==> src/rtl/riscv_pkg.sv <==
// Shared front-end types and defaults for the instruction fetch path.
// The fetch-queue entry layout and the PC increment helper live here.
package riscv_pkg;

  localparam int XLEN = 32;
  localparam logic [XLEN-1:0] NOP_INSTR = 32'h0000_0013;
  localparam logic [XLEN-1:0] RESET_PC  = 32'h0000_0000;
  // Wide enough for any realistic backlog of responses owed to squashed fetches.
  localparam int DROP_W = 16;

  typedef struct packed {
    logic [XLEN-1:0] pc;
    logic [XLEN-1:0] instr;
    logic            filled;
  } fetch_entry_t;

  function automatic logic [XLEN-1:0] pc_plus4(input logic [XLEN-1:0] pc);
    return pc + 32'd4;
  endfunction

endpackage

==> src/rtl/fetch_queue.sv <==
// In-order fetch queue: a slot is allocated at request acceptance, filled when its
// response returns, and freed by the decode handshake.
module fetch_queue
  import riscv_pkg::*;
#(
  parameter  int DEPTH = 4,
  localparam int AW    = $clog2(DEPTH),
  localparam int PW    = AW + 1
) (
  input  logic            clk,
  input  logic            rst,
  input  logic            flush,
  input  logic            alloc_en,
  input  logic [XLEN-1:0] alloc_pc,
  input  logic            fill_en,
  input  logic [XLEN-1:0] fill_instr,
  input  logic            pop_en,
  output fetch_entry_t    head_entry,
  output logic [PW-1:0]   unfilled,
  output logic            full,
  output logic            empty
);

  fetch_entry_t  entries [DEPTH];
  logic [PW-1:0] alloc_ptr_r;
  logic [PW-1:0] fill_ptr_r;
  logic [PW-1:0] head_ptr_r;
  logic [PW-1:0] count_s;

  // Occupancy flags derived from the extra wrap bit on each pointer.
  always_comb begin
    count_s    = alloc_ptr_r - head_ptr_r;
    unfilled   = alloc_ptr_r - fill_ptr_r;
    full       = (count_s == PW'(DEPTH));
    empty      = (alloc_ptr_r == head_ptr_r);
    head_entry = entries[head_ptr_r[AW-1:0]];
  end

  // Pointer and entry storage update; a flush drops every slot at once.
  always_ff @(posedge clk) begin
    if (!rst) begin
      alloc_ptr_r <= '0;
      fill_ptr_r  <= '0;
      head_ptr_r  <= '0;
      for (int i = 0; i < DEPTH; i++) begin
        entries[i] <= '0;
      end
    end else if (flush) begin
      alloc_ptr_r <= '0;
      fill_ptr_r  <= '0;
      head_ptr_r  <= '0;
      for (int i = 0; i < DEPTH; i++) begin
        entries[i].filled <= 1'b0;
      end
    end else begin
      if (alloc_en) begin
        entries[alloc_ptr_r[AW-1:0]].pc     <= alloc_pc;
        entries[alloc_ptr_r[AW-1:0]].filled <= 1'b0;
        alloc_ptr_r <= alloc_ptr_r + PW'(1);
      end
      if (fill_en) begin
        entries[fill_ptr_r[AW-1:0]].instr  <= fill_instr;
        entries[fill_ptr_r[AW-1:0]].filled <= 1'b1;
        fill_ptr_r <= fill_ptr_r + PW'(1);
      end
      if (pop_en) begin
        head_ptr_r <= head_ptr_r + PW'(1);
      end
    end
  end

endmodule

==> src/rtl/fetch_queue_stage.sv <==
// IF stage: PC generation, decoupled in-order imem req/rsp port and a fetch queue
// feeding decode; EX redirects flush the queue and squash in-flight responses.
module fetch_queue_stage #(
  parameter int              XLEN      = riscv_pkg::XLEN,
  parameter int              DEPTH     = 4,
  parameter logic [XLEN-1:0] RESET_PC  = riscv_pkg::RESET_PC,
  parameter logic [XLEN-1:0] NOP_INSTR = riscv_pkg::NOP_INSTR
) (
  input  logic            clk,
  input  logic            rst,
  input  logic            redirect_i,
  input  logic [XLEN-1:0] redirect_pc_i,
  output logic            imem_req_valid_o,
  output logic [XLEN-1:0] imem_req_addr_o,
  input  logic            imem_req_ready_i,
  input  logic            imem_rsp_valid_i,
  input  logic [XLEN-1:0] imem_rsp_data_i,
  output logic            dec_valid_o,
  input  logic            dec_ready_i,
  output logic [XLEN-1:0] dec_instr_o,
  output logic [XLEN-1:0] dec_pc_o,
  output logic [XLEN-1:0] dec_pc_plus4_o
);

  import riscv_pkg::*;

  localparam int PW = $clog2(DEPTH) + 1;

  logic [XLEN-1:0]   pc_r;
  logic [DROP_W-1:0] drop_cnt_r;
  fetch_entry_t      head_entry;
  logic [PW-1:0]     unfilled;
  logic              full;
  logic              empty;
  logic              dec_valid_s;
  logic              pop_s;
  logic              req_valid_s;
  logic              req_fire_s;
  logic              rsp_drop_s;
  logic              fill_s;

  fetch_queue #(
    .DEPTH (DEPTH)
  ) u_queue (
    .clk        (clk),
    .rst        (rst),
    .flush      (redirect_i),
    .alloc_en   (req_fire_s),
    .alloc_pc   (pc_r),
    .fill_en    (fill_s),
    .fill_instr (imem_rsp_data_i),
    .pop_en     (pop_s),
    .head_entry (head_entry),
    .unfilled   (unfilled),
    .full       (full),
    .empty      (empty)
  );

  // Request gating and response routing; a full queue may still issue when its head pops this cycle.
  always_comb begin
    dec_valid_s = head_entry.filled & ~empty;
    pop_s       = dec_valid_s & dec_ready_i & ~redirect_i;
    req_valid_s = rst & ~redirect_i & (~full | (dec_valid_s & dec_ready_i));
    req_fire_s  = req_valid_s & imem_req_ready_i;
    rsp_drop_s  = imem_rsp_valid_i & (drop_cnt_r != '0);
    fill_s      = imem_rsp_valid_i & (drop_cnt_r == '0) & ~redirect_i;
  end

  // Decode-side view of the queue head.
  always_comb begin
    imem_req_valid_o = req_valid_s;
    imem_req_addr_o  = pc_r;
    dec_valid_o      = dec_valid_s;
    dec_pc_o         = head_entry.pc;
    dec_pc_plus4_o   = pc_plus4(head_entry.pc);
    if (dec_valid_s) begin
      dec_instr_o = head_entry.instr;
    end else begin
      dec_instr_o = NOP_INSTR;
    end
  end

  // PC and squash counter. On redirect every response still owed (old backlog plus
  // unfilled slots) must be dropped, less the one arriving and discarded right now.
  always_ff @(posedge clk) begin
    if (!rst) begin
      pc_r       <= RESET_PC;
      drop_cnt_r <= '0;
    end else if (redirect_i) begin
      pc_r       <= redirect_pc_i & {{(XLEN-2){1'b1}}, 2'b00};
      drop_cnt_r <= drop_cnt_r + DROP_W'(unfilled) - DROP_W'(imem_rsp_valid_i);
    end else begin
      if (req_fire_s) begin
        pc_r <= pc_r + 32'd4;
      end
      if (rsp_drop_s) begin
        drop_cnt_r <= drop_cnt_r - DROP_W'(1);
      end
    end
  end

endmodule

==> config.mk <==
export PLATFORM = sky130hd
export DESIGN_NAME = fetch_queue_stage
export DESIGN_NICKNAME = d
export VERILOG_FILES = /design/src/rtl/riscv_pkg.sv /design/src/rtl/fetch_queue.sv /design/src/rtl/fetch_queue_stage.sv
export SDC_FILE = /design/constraint.sdc
export NUM_CORES = 1
export LEC_CHECK = 0
export ABC_AREA = 0
export CAP_MARGIN = 10
export CORE_ASPECT_RATIO = 1.4
export CORE_MARGIN = 2
export CORE_UTILIZATION = 50
export CTS_CLUSTER_DIAMETER = 30
export CTS_CLUSTER_SIZE = 8
export DETAILED_ROUTE_END_ITERATION = 10
export PLACE_DENSITY_LB_ADDON = 0.05
export SYNTH_ARGS = -nofsm -noshare
export SYNTH_HDL_FRONTEND = slang
export SYNTH_HIERARCHICAL = 1
export SYNTH_SLANG_ARGS = --single-unit
export TNS_END_PERCENT = 100
==> constraint.sdc <==
create_clock -name clk -period 7.3 [get_ports clk]
set_clock_uncertainty 0.15 [all_clocks]
set_input_delay 0.73 -clock clk [delete_from_list [all_inputs] [get_ports clk]]
set_output_delay 0.73 -clock clk [all_outputs]
set_load 0.02 [all_outputs]
# Yosys cells after proc, flatten, opt, wreduce, memory -nomap -nowiden
# Memories as Yosys holds them, arrays and structs flattened. A register that Yosys moved wholly into a read port is not among the register bits.
# Cells that the tools add are included.
# W data, S select, Z words.
totals:
  regBits: 57
  ram_bits: 260
  input_bits: 70
  out_inout_bits: 130
  elab_cells: 73
  n_memories: 1
classes:
  addsub: 10
  eq_ne: 2
  n_mux: 29
  n_bitwise: 18
  reduce_logical: 7
mem_list:
  columns: ["name", "depth", "word_bits", "rd", "rd_ports_with_merged_regs", "wr", "line_no", "rtl"]
  rows:
  - ["u_queue.entries", 4, 65, 1, 1, 4, "fetch_queue.sv:24", "fetch_entry_t entries [DEPTH];"]
ops:
  columns: ["cell", "n"]
  rows:
  - ["$mux W65", 2]
  - ["$reduce_or A65 Y1", 2]
  - ["$mux W32", 3]
  - ["$add A32 B3 Y32 const B", 2]
  - ["$mux W16", 2]
  - ["$add A16 B3 Y16", 1]
  - ["$logic_not A16 Y1", 1]
  - ["$mux W1", 16]
  - ["$reduce_bool A16 Y1", 1]
  - ["$sub A16 B1 Y16", 1]
  - ["$sub A16 B1 Y16 const B", 1]
  - ["$add A3 B1 Y3 const B", 3]
  - ["$and A1 B1 Y1", 9]
  - ["$mux W2", 4]
  - ["$mux W3", 2]
  - ["$sub A3 B3 Y3", 2]
  - ["$or A1 B1 Y1", 5]
  - ["$not A1 Y1", 4]
  - ["$reduce_bool A2 Y1", 2]
  - ["$eq A3 B3 Y1", 1]
  - ["$eq A3 B3 Y1 const B", 1]
  - ["$reduce_or A2 Y1", 1]

# Longest topological paths before layout
# Gate-level depths: netlist of run 1.
logic_depth:
  depth_word: 13
  ltp_mapped: 14
  mapped_depth_nobuf: 14

# By module
# The synthesis of run 1 kept the hierarchy.
modules_own_cells:
  columns: ["mod", "instances", "cells_each", "area_each_um2", "seq_area_each_um2"]
  rows:
  - ["fetch_queue", 1, 714, 11867.6, 7987.7]
  - ["fetch_queue_stage", 1, 603, 4655.7, 920.9]

# Worst setup path after synthesis of run 1
# OpenSTA, ideal clock, no wires.
synth_timing:
  path_kind: "reg2reg"
  startpoint: "register u_queue.alloc_ptr_r[0]"
  endpoint: "memory u_queue/entries[3][33] (netlist name), enable pin"
  setup_time_ns: 0.466
  arrival_ns: 4.206
  t_required_ns: 6.684
  setup_slack_ns: 2.478
  path_stages_with_launch: 11
  n_path_buf: 1
  cell_sequence: "dfxtp_1 -> inv_1 -> ha_1 -> nand2_1 -> nor2_1 -> nand3b_1 -> a211o_2 -> inv_2 -> buf_2 -> nand2_1 -> o21ai_0"
synth_rtl:
  columns: ["item", "line_no", "rtl"]
  rows:
  - ["start, declared", "fetch_queue.sv:25", "logic [PW-1:0] alloc_ptr_r;"]
  - ["start signal, assigned", "fetch_queue.sv:59", "alloc_ptr_r <= alloc_ptr_r + PW'(1);"]
  - ["end, declared", "fetch_queue.sv:24", null]

==> results of run 1 <==
## metal layers
metal	GRT usage (%)	part of all wire [%]	up-vias
met5	0	0	-
met4	9.273	2.8	0
met3	3.239	4.1	71
met2	45.46	55	268
met1	27.24	39	5438
li1	-	-	5244
## worst max path at each step
stage	from	endpoint	slack (ns)	cells after the start
finish	flop	dec_pc_plus4_o[31]	2.14	7
global route	flop	dec_pc_plus4_o[31]	1.87	7
CTS	flop	dec_pc_plus4_o[31]	1.93	7
detailed placement	flop	dec_pc_plus4_o[31]	2.55	7
global placement	flop	dec_pc_plus4_o[31]	2.59	7
floorplan	u_queue/alloc_ptr_r[0]	u_queue/entries[3][33]	2.48	10
## worst max-delay path, delay by kind of cell, from the launching register on
kind,cells,cell delay (ns)
DFF,1,0.90
xor gates and xnor gates,1,0.23
and+or+nand+nor,4,1.44
muxes,1,0.44
buffers and inverters,1,0.67
## layout make-up
cell class | count | area share (%)
diodes | 1 | 0.01215
clock buffers | 77 | 7.433
clock inverters | 25 | 1.190
inverters | 55 | 1.002
multi-input cells | 880 | 34.27
flip-flops and latches | 317 | 43.26
well taps | 440 | 2.672
repair buffers | 215 | 10.15
## cell usage in the layout, fill, tap and decap left out, types with 5 or more instances in the layout
master             n
o31ai_1            5
xnor2_1           41
mux4_2            65
nor2_1            45
nand3_1           39
and2_1           278
ha_1              48
o21ai_0           28
mux2i_1            5
clkinv_2           8
o211ai_1           6
nand2b_1           9
and3_1            13
nand4_1           29
o21a_1             5
buf_4             20
clkdlybuf4s50_1  193
and4_1             9
and2_2            10
edfxtp_1         256
a211oi_1          15
clkinv_1           6
nor2b_1            7
dfxtp_1           59
clkbuf_1          17
a311oi_1          10
clkbuf_16         57
inv_1             53
xor2_1            22
o31a_1             5
a21oi_1           37
nand2_1           40
conb_1            10
a31oi_1            7
nor3_1            16
## report_power, final
group	total [W]	switching, W	internal, W
registers	0.00212	0.0000727	0.00205
clock network	0.00243	0.000838	0.00159
logic	0.00109	0.000642	0.000446
total	0.00564	0.00155	0.00409
## kinds of logic after synthesis
logic type	synth area share, %
and+or+nand+nor	19.53
DFF	53.91
muxes	9.231
buffers and inverters	3.718
other	0.02270
AOI/OAI and AO/OA	6.368
xor gates and xnor gates	3.339
adders and majority gates	3.877
## Yosys cell counts, types with 4 or more instances
cell type | n | area share (%)
nor2_1 | 46 | 1.0
clkbuf_1 | 22 | 0.50
inv_1 | 53 | 1.2
buf_2 | 11 | 0.33
nand3_1 | 39 | 1.2
nand2b_1 | 9 | 0.34
dfxtp_1 | 61 | 7.4
a211oi_1 | 15 | 0.68
a31oi_1 | 7 | 0.27
or3_1 | 4 | 0.15
nor3_1 | 16 | 0.48
xor2_1 | 22 | 1.2
and2_2 | 10 | 0.45
edfxtp_1 | 256 | 47
and4_1 | 9 | 0.48
o211ai_1 | 6 | 0.27
a311oi_1 | 10 | 0.53
o31a_1 | 5 | 0.27
and2_1 | 278 | 11
clkbuf_2 | 24 | 0.73
o21ai_0 | 30 | 0.91
o31ai_1 | 5 | 0.23
nand4_1 | 29 | 1.1
mux4_2 | 65 | 8.9
xnor2_1 | 41 | 2.2
nor4_1 | 4 | 0.15
buf_4 | 13 | 0.59
a21oi_1 | 37 | 1.1
ha_1 | 48 | 3.6
mux2i_1 | 5 | 0.30
nor2b_1 | 8 | 0.30
and3_1 | 13 | 0.49
nand2_1 | 40 | 0.91
o21a_1 | 5 | 0.23
## sequential cells by signal, indices dropped and copies added, names as in the netlist, named ones only
register / flops
drop_cnt_r: 16
imem_req_addr_o: 30
u_queue/alloc_ptr_r: 3
u_queue/entries: 260
u_queue/fill_ptr_r: 3
u_queue/head_ptr_r: 3
## per-stage QoR
stage | setup slack, ns | cells | utilization [%]
CTS | 1.926 | 2009 | 63.39
floorplan | 2.478 | 1326 | -
global route | 1.866 | 2010 | 63.40
detailed placement | 2.554 | 1907 | 57.92
global placement | 2.588 | 1907 | 57.92
finish | 2.138 | 2010 | 63.40
==> metrics.md, run 1 <==
| Metric | Value |
|---|---|
| # port buffers | 195 |
| Final Net Count | 1646 |
| Power per cell area | 273.7 nW/um^2 |
| Initial DRC count | 499 |
| Final HPWL DP | 26850 um |
| Mapped Cells | 1317 |
| Post-cts repair resize count | 0 |
| Max-slew violation count | 0 |
| Overflow left after global routing | 0 |
| Via count | 11020 |
| Initial Utilization | 50.84% |
| Startpoint Class | flop |
| Die area | 34540 um^2 |
| Fillers | 2575 |
| Total negative slack | 0 ns |
| Post-route design area | 20600 um^2 |
| DRC errors left | 0 |
| Setup CP Type | reg2out |
| Reg area | 8914 um^2 |
| Max transition margin | 34.76% |
| RSZ-0062 raised after global routing | no |
| Via density | 5.483 |
| R2R Setup Slk | 2.85 ns |
| Post-synthesis sequential area ratio | 53.91% |
| CP Data Required Time | 6.42 ns |
| Yosys cell types | 84 |
| WHS Path Cells | 2 |
| Final min period | 5.162 ns |
| Global-route wire length before repair | 62990 um |
| Gr usage total | 24.12% |
| Worst Max-Slew Pin Slew | 0.9787 ns |
| CTS tree | done |
| Hold Slack | 0.3049 ns |
| Critical Path AT | 4.28 ns |
| Hold buffer count at CTS | 0 |
| Average cell area after synthesis | 12.55 um^2 |
| Post-synthesis register bit count | 317 |
| Crit-path max FO | 39 |
| Core Area | 32500 um^2 |
| Fraction of registers with async set/reset | 0% |
| Peak supply drop | 0.2105 mV |
| Worst Hold Class | reg2reg |
| Leakage Power | 7.560 nW |
| Layout cells sized above 1 | 13.38% |
| Area Growth Syn to Fin | 24.69% |
| # IOs | 200 |
| Rows | 78 |
| Total power | 0.005640 W |
| Slowest cell on the critical path | dfxtp_4 |
| Die H | 219.1 um |
| Bufs on Longest Clock Path | 3 |
| Final Hold Viols | 0 |
| CTS Buf Count | 57 |
| Multi-input gate area | 7062 um^2 |
| Worst-Skew Late Latency | 0.57 ns |
| Number of global-route vias before repair | 11340 |
| Initial antenna violation count | 1 |
| Detailed Routing Iterations Pass 1 | 5 |
| EDFF count, synth | 256 |
| Worst Setup End Kind | primary output |
| Final Cycle Share | 70.72% |
| Largest net degree at the start of global routing | 56 |
| Status | finished clean |
| Synth warn | 6 |
| Hold Path End | u_queue/entries[1][0] |
| Clk sink count | 317 |
| Post-CTS Setup Repair Bufs | 0 |
| WL/cell | 20.49 um |
| Post-route ant nets | 0 |
| Max Cap Violations | 0 |
| # setup viols final | 0 |
| Max stage delay on crit path | 0.90 ns |
| Hold_sp | u_queue/entries[1][0] |
| CP most frequent cell | nand4_1 |
| Htree depth | 2 |
| Max Fclk | 0.1937 GHz |
| Worst reg2reg path depth | 8 |
| Die Width | 157.6 um |
| Top_reg_cell synth | edfxtp_1 |
| Placed Instance Area | 18820 um^2 |
| Drt total wl | 41180 um |
| Crit-path cells | mux4_2, nand4_1, nor2_1, and4_1, nand4_1, xnor2_1, clkdlybuf4s50_1 |
| Clock transition at path regs | 0.05 ns |
| R2r endpoint | u_queue/entries[1][36] |
| Final Wtd Congestion | 0.9020 |
| Root buffer cell | clkbuf_16 |
| Mapped Area | 16520 um^2 |
Power figures use the tool's default switching activity.
==> inputs of run 2 (changes only) <==
clock period = 4.8 ns   (was 7.3 ns; I/O delays follow)
==> run 2 against run 1 <==
Net effect: critical path depth is the same; sequential cell count unchanged; non-clock buffer count grew 3; largest power group unchanged; largest cell class unchanged; global-route usage rose by 0.57 points; register-to-register slack worse by 2.0 ns; sequential power up 52%; clock-buffer cell count increased by 6; critical endpoint unchanged; first-iteration DRC count increased by 12%; clock power is 64% higher; hold slack worse by 0.082 ns; die area is the same; wire length up 1.0%.
==> metrics.md, run 2 (synthesis gave the netlist of run 1 again) <==
| Metric | Value |
|---|---|
| Status | finished clean (unchanged) |
| Hold buffer count at CTS | 0 (unchanged) |
| Core Area | 32500 um^2 (unchanged) |
| Worst Setup End Kind | primary output (unchanged) |
| Final Wtd Congestion | 0.9154 (was 0.9020) |
| Root buffer cell | clkbuf_16 (unchanged) |
| Clk sink count | 317 (unchanged) |
| Multi-input gate area | 7072 um^2 (was 7062 um^2) |
| Fillers | 2586 (was 2575) |
| Max-slew violation count | 0 (unchanged) |
| Initial Utilization | 50.84% (unchanged) |
| Via density | 5.551 (was 5.483) |
| Final Net Count | 1650 (was 1646) |
| Post-cts repair resize count | 0 (unchanged) |
| Max stage delay on crit path | 0.63 ns (was 0.90 ns) |
| Crit-path max FO | 37 (was 39) |
| Critical Path AT | 3.87 ns (was 4.28 ns) |
| Startpoint Class | flop (unchanged) |
| Initial DRC count | 561 (was 499) |
| Finished Layout Cells | 2018 (was 2010) |
| Number of flip-flops in the largest register | 260 (unchanged) |
| CP most frequent cell | and3_1 (was nand4_1) |
| Crit path buf inv count | 2 (was 1) |
| Peak supply drop | 0.3520 mV (was 0.2105 mV) |
| DRC errors left | 0 (unchanged) |
| Post-route ant nets | 0 (unchanged) |
| Dpl cells | 1910 (was 1907) |
| Clock transition at path regs | 0.05 ns (about the same) |
| Overflow left after global routing | 0 (unchanged) |
| WL/cell | 20.61 um (was 20.49 um) |
| Biggest register | u_queue/entries (unchanged) |
| Max Cap Violations | 0 (unchanged) |
| CTS tree | done (unchanged) |
| Final min period | 4.501 ns |
| Commonest non-fill, non-tap cells in the layout | 278 x and2_1, 256 x edfxtp_1, 193 x clkdlybuf4s50_1, 65 x mux4_2 (was 278 x and2_1, 256 x edfxtp_1, 193 x clkdlybuf4s50_1, 65 x mux4_2, 59 x dfxtp_1) |
| Worst reg2reg path depth | 14 (was 8) |
| Max transition margin | 34.97% (was 34.76%) |
| Commonest non-fill, non-tap cell in the layout | and2_1 (unchanged) |
| CP Data Required Time | 4.17 ns (was 6.42 ns) |
| CTS Buf Count | 58 (was 57) |
| Total negative slack | 0 ns (unchanged) |
| Final Cycle Share | 93.77% |
| Largest net degree at the start of global routing | 56 (unchanged) |
| WP depth | 7 (unchanged) |
| Max Fclk | 0.2222 GHz |
| Final HPWL DP | 27520 um (was 26850 um) |
| Area Growth Syn to Fin | 26.05% (was 24.69%) |
| Initial antenna violation count | 1 (unchanged) |
| Worst reg2reg startpoint | u_queue/alloc_ptr_r[0] |
| R2R Setup Slk | 0.81 ns (was 2.85 ns) |
| Worst-Skew Late Latency | 0.57 ns (about the same) |
| Gr usage total | 24.68% (was 24.12%) |
| Htree depth | 2 (unchanged) |
| Final Hold Viols | 0 (unchanged) |
| Post-CTS Setup Repair Bufs | 0 (unchanged) |
| Leakage Power | 7.652 nW (was 7.560 nW) |
| Worst Max-Slew Pin Slew | 0.9729 ns (was 0.9787 ns) |
| Global-route wire length before repair | 64790 um (was 62990 um) |
| # IOs | 200 (unchanged) |
| Die H | 219.1 um (unchanged) |
| CP Capture Point | dec_pc_plus4_o[31] (unchanged) |
| Rows | 78 (unchanged) |
| ANT cells | 0 (was 1) |
| Drt total wl | 41600 um (was 41180 um) |
| Crit-path cells | buf_12, mux4_2, and3_1, and3_1, nand4_1, xnor2_1, clkdlybuf4s50_1 (was mux4_2, nand4_1, nor2_1, and4_1, nand4_1, xnor2_1, clkdlybuf4s50_1) |
| Detailed Routing Iterations Pass 1 | 5 (unchanged) |
| Die area | 34540 um^2 (unchanged) |
| Layout cells sized above 1 | 14.01% (was 13.38%) |
| Worst Hold Class | in2reg (was reg2reg) |
| Die Width | 157.6 um (unchanged) |
| Setup CP Type | reg2out (unchanged) |
| Reg area | 8916 um^2 (was 8914 um^2) |
| Slowest cell on the critical path | clkdlybuf4s50_1 (was dfxtp_4) |
| RSZ-0062 raised after global routing | no (unchanged) |
| R2r endpoint | drop_cnt_r[15] (was u_queue/entries[1][36]) |
| # port buffers | 195 (unchanged) |
| Power per cell area | 426.3 nW/um^2 (was 273.7 nW/um^2) |
| Worst path top cell family by delay | simple AND/OR/NAND/NOR gates (unchanged) |
| Number of global-route vias before repair | 11820 (was 11340) |
| Via count | 11200 (was 11020) |
| Bufs on Longest Clock Path | 3 (unchanged) |
| # setup viols final | 0 (unchanged) |
==> run 2: final cells by class <==
class / instances / area share, %
clock buffer: 83 / 7.665
clock inverter: 25 / 1.544
inverter: 55 / 0.9912
multi-input combinational: 880 / 33.95
sequential: 317 / 42.81
tap: 440 / 2.643
timing repair buffer: 218 / 10.39
==> run 2: worst min-delay path by stage <==
stage,start,to,slack (ns),depth (start not counted)
2_1_floorplan,u_queue/entries[2][0],u_queue/entries[2][0],0.28,2
3_3_place_gp,u_queue/entries[3][0],u_queue/entries[3][0],0.30,2
3_5_place_dp,u_queue/entries[1][0],u_queue/entries[1][0],0.30,2
4_1_cts,rst,drop_cnt_r[6],0.19,3
5_1_grt,rst,drop_cnt_r[6],0.27,3
6_report,rst,drop_cnt_r[6],0.22,3
==> run 2: power by group <==
| group | switching, W | internal, W | total [W] | leakage (nW) |
|---|---|---|---|---|
| sequential | 0.000112 | 0.00311 | 0.00323 | 3.15 |
| clock | 0.00131 | 0.00267 | 0.00398 | 0.922 |
| combinational | 0.000990 | 0.000682 | 0.00167 | 3.58 |
| total | 0.00241 | 0.00646 | 0.00888 | 7.65 |
==> run 2: tightest hold or removal path, delay by kind of cell <==
family / cells / cell delay [ns]
AND/OR/NAND/NOR: 1 / 0.17
buffers and inverters: 1 / 0.09
AO/OA/AOI/OAI: 1 / 0.15
==> run 2: metrics by stage <==
step / instance area, um^2 / util, % / worst slack, ns / total power [W] / hold slack, ns
3_5_place_dp: 18910 / 58.19 / 0.8188 / 0.004927 / 0.3024
3_3_place_gp: 18910 / 58.19 / 0.8467 / 0.004911 / 0.2954
4_1_cts: 20830 / 64.09 / 0.2150 / 0.008933 / 0.1873
6_report: 20830 / 64.09 / 0.2991 / 0.008878 / 0.2226
2_1_floorplan: 16560 / - / 0.4339 / 0.004426 / 0.2828
5_1_grt: 20830 / 64.09 / 0.1139 / 0.009277 / 0.2656
==> run 2: layer usage <==
metal / track usage (%) / share of wire, % / vias up
li1: - / - / 5266
met1: 27.96 / 38 / 5550
met2: 45.01 / 53 / 302
met3: 4.641 / 5.3 / 82
met4: 10.45 / 3.8 / 2
met5: 0 / 0.034 / -
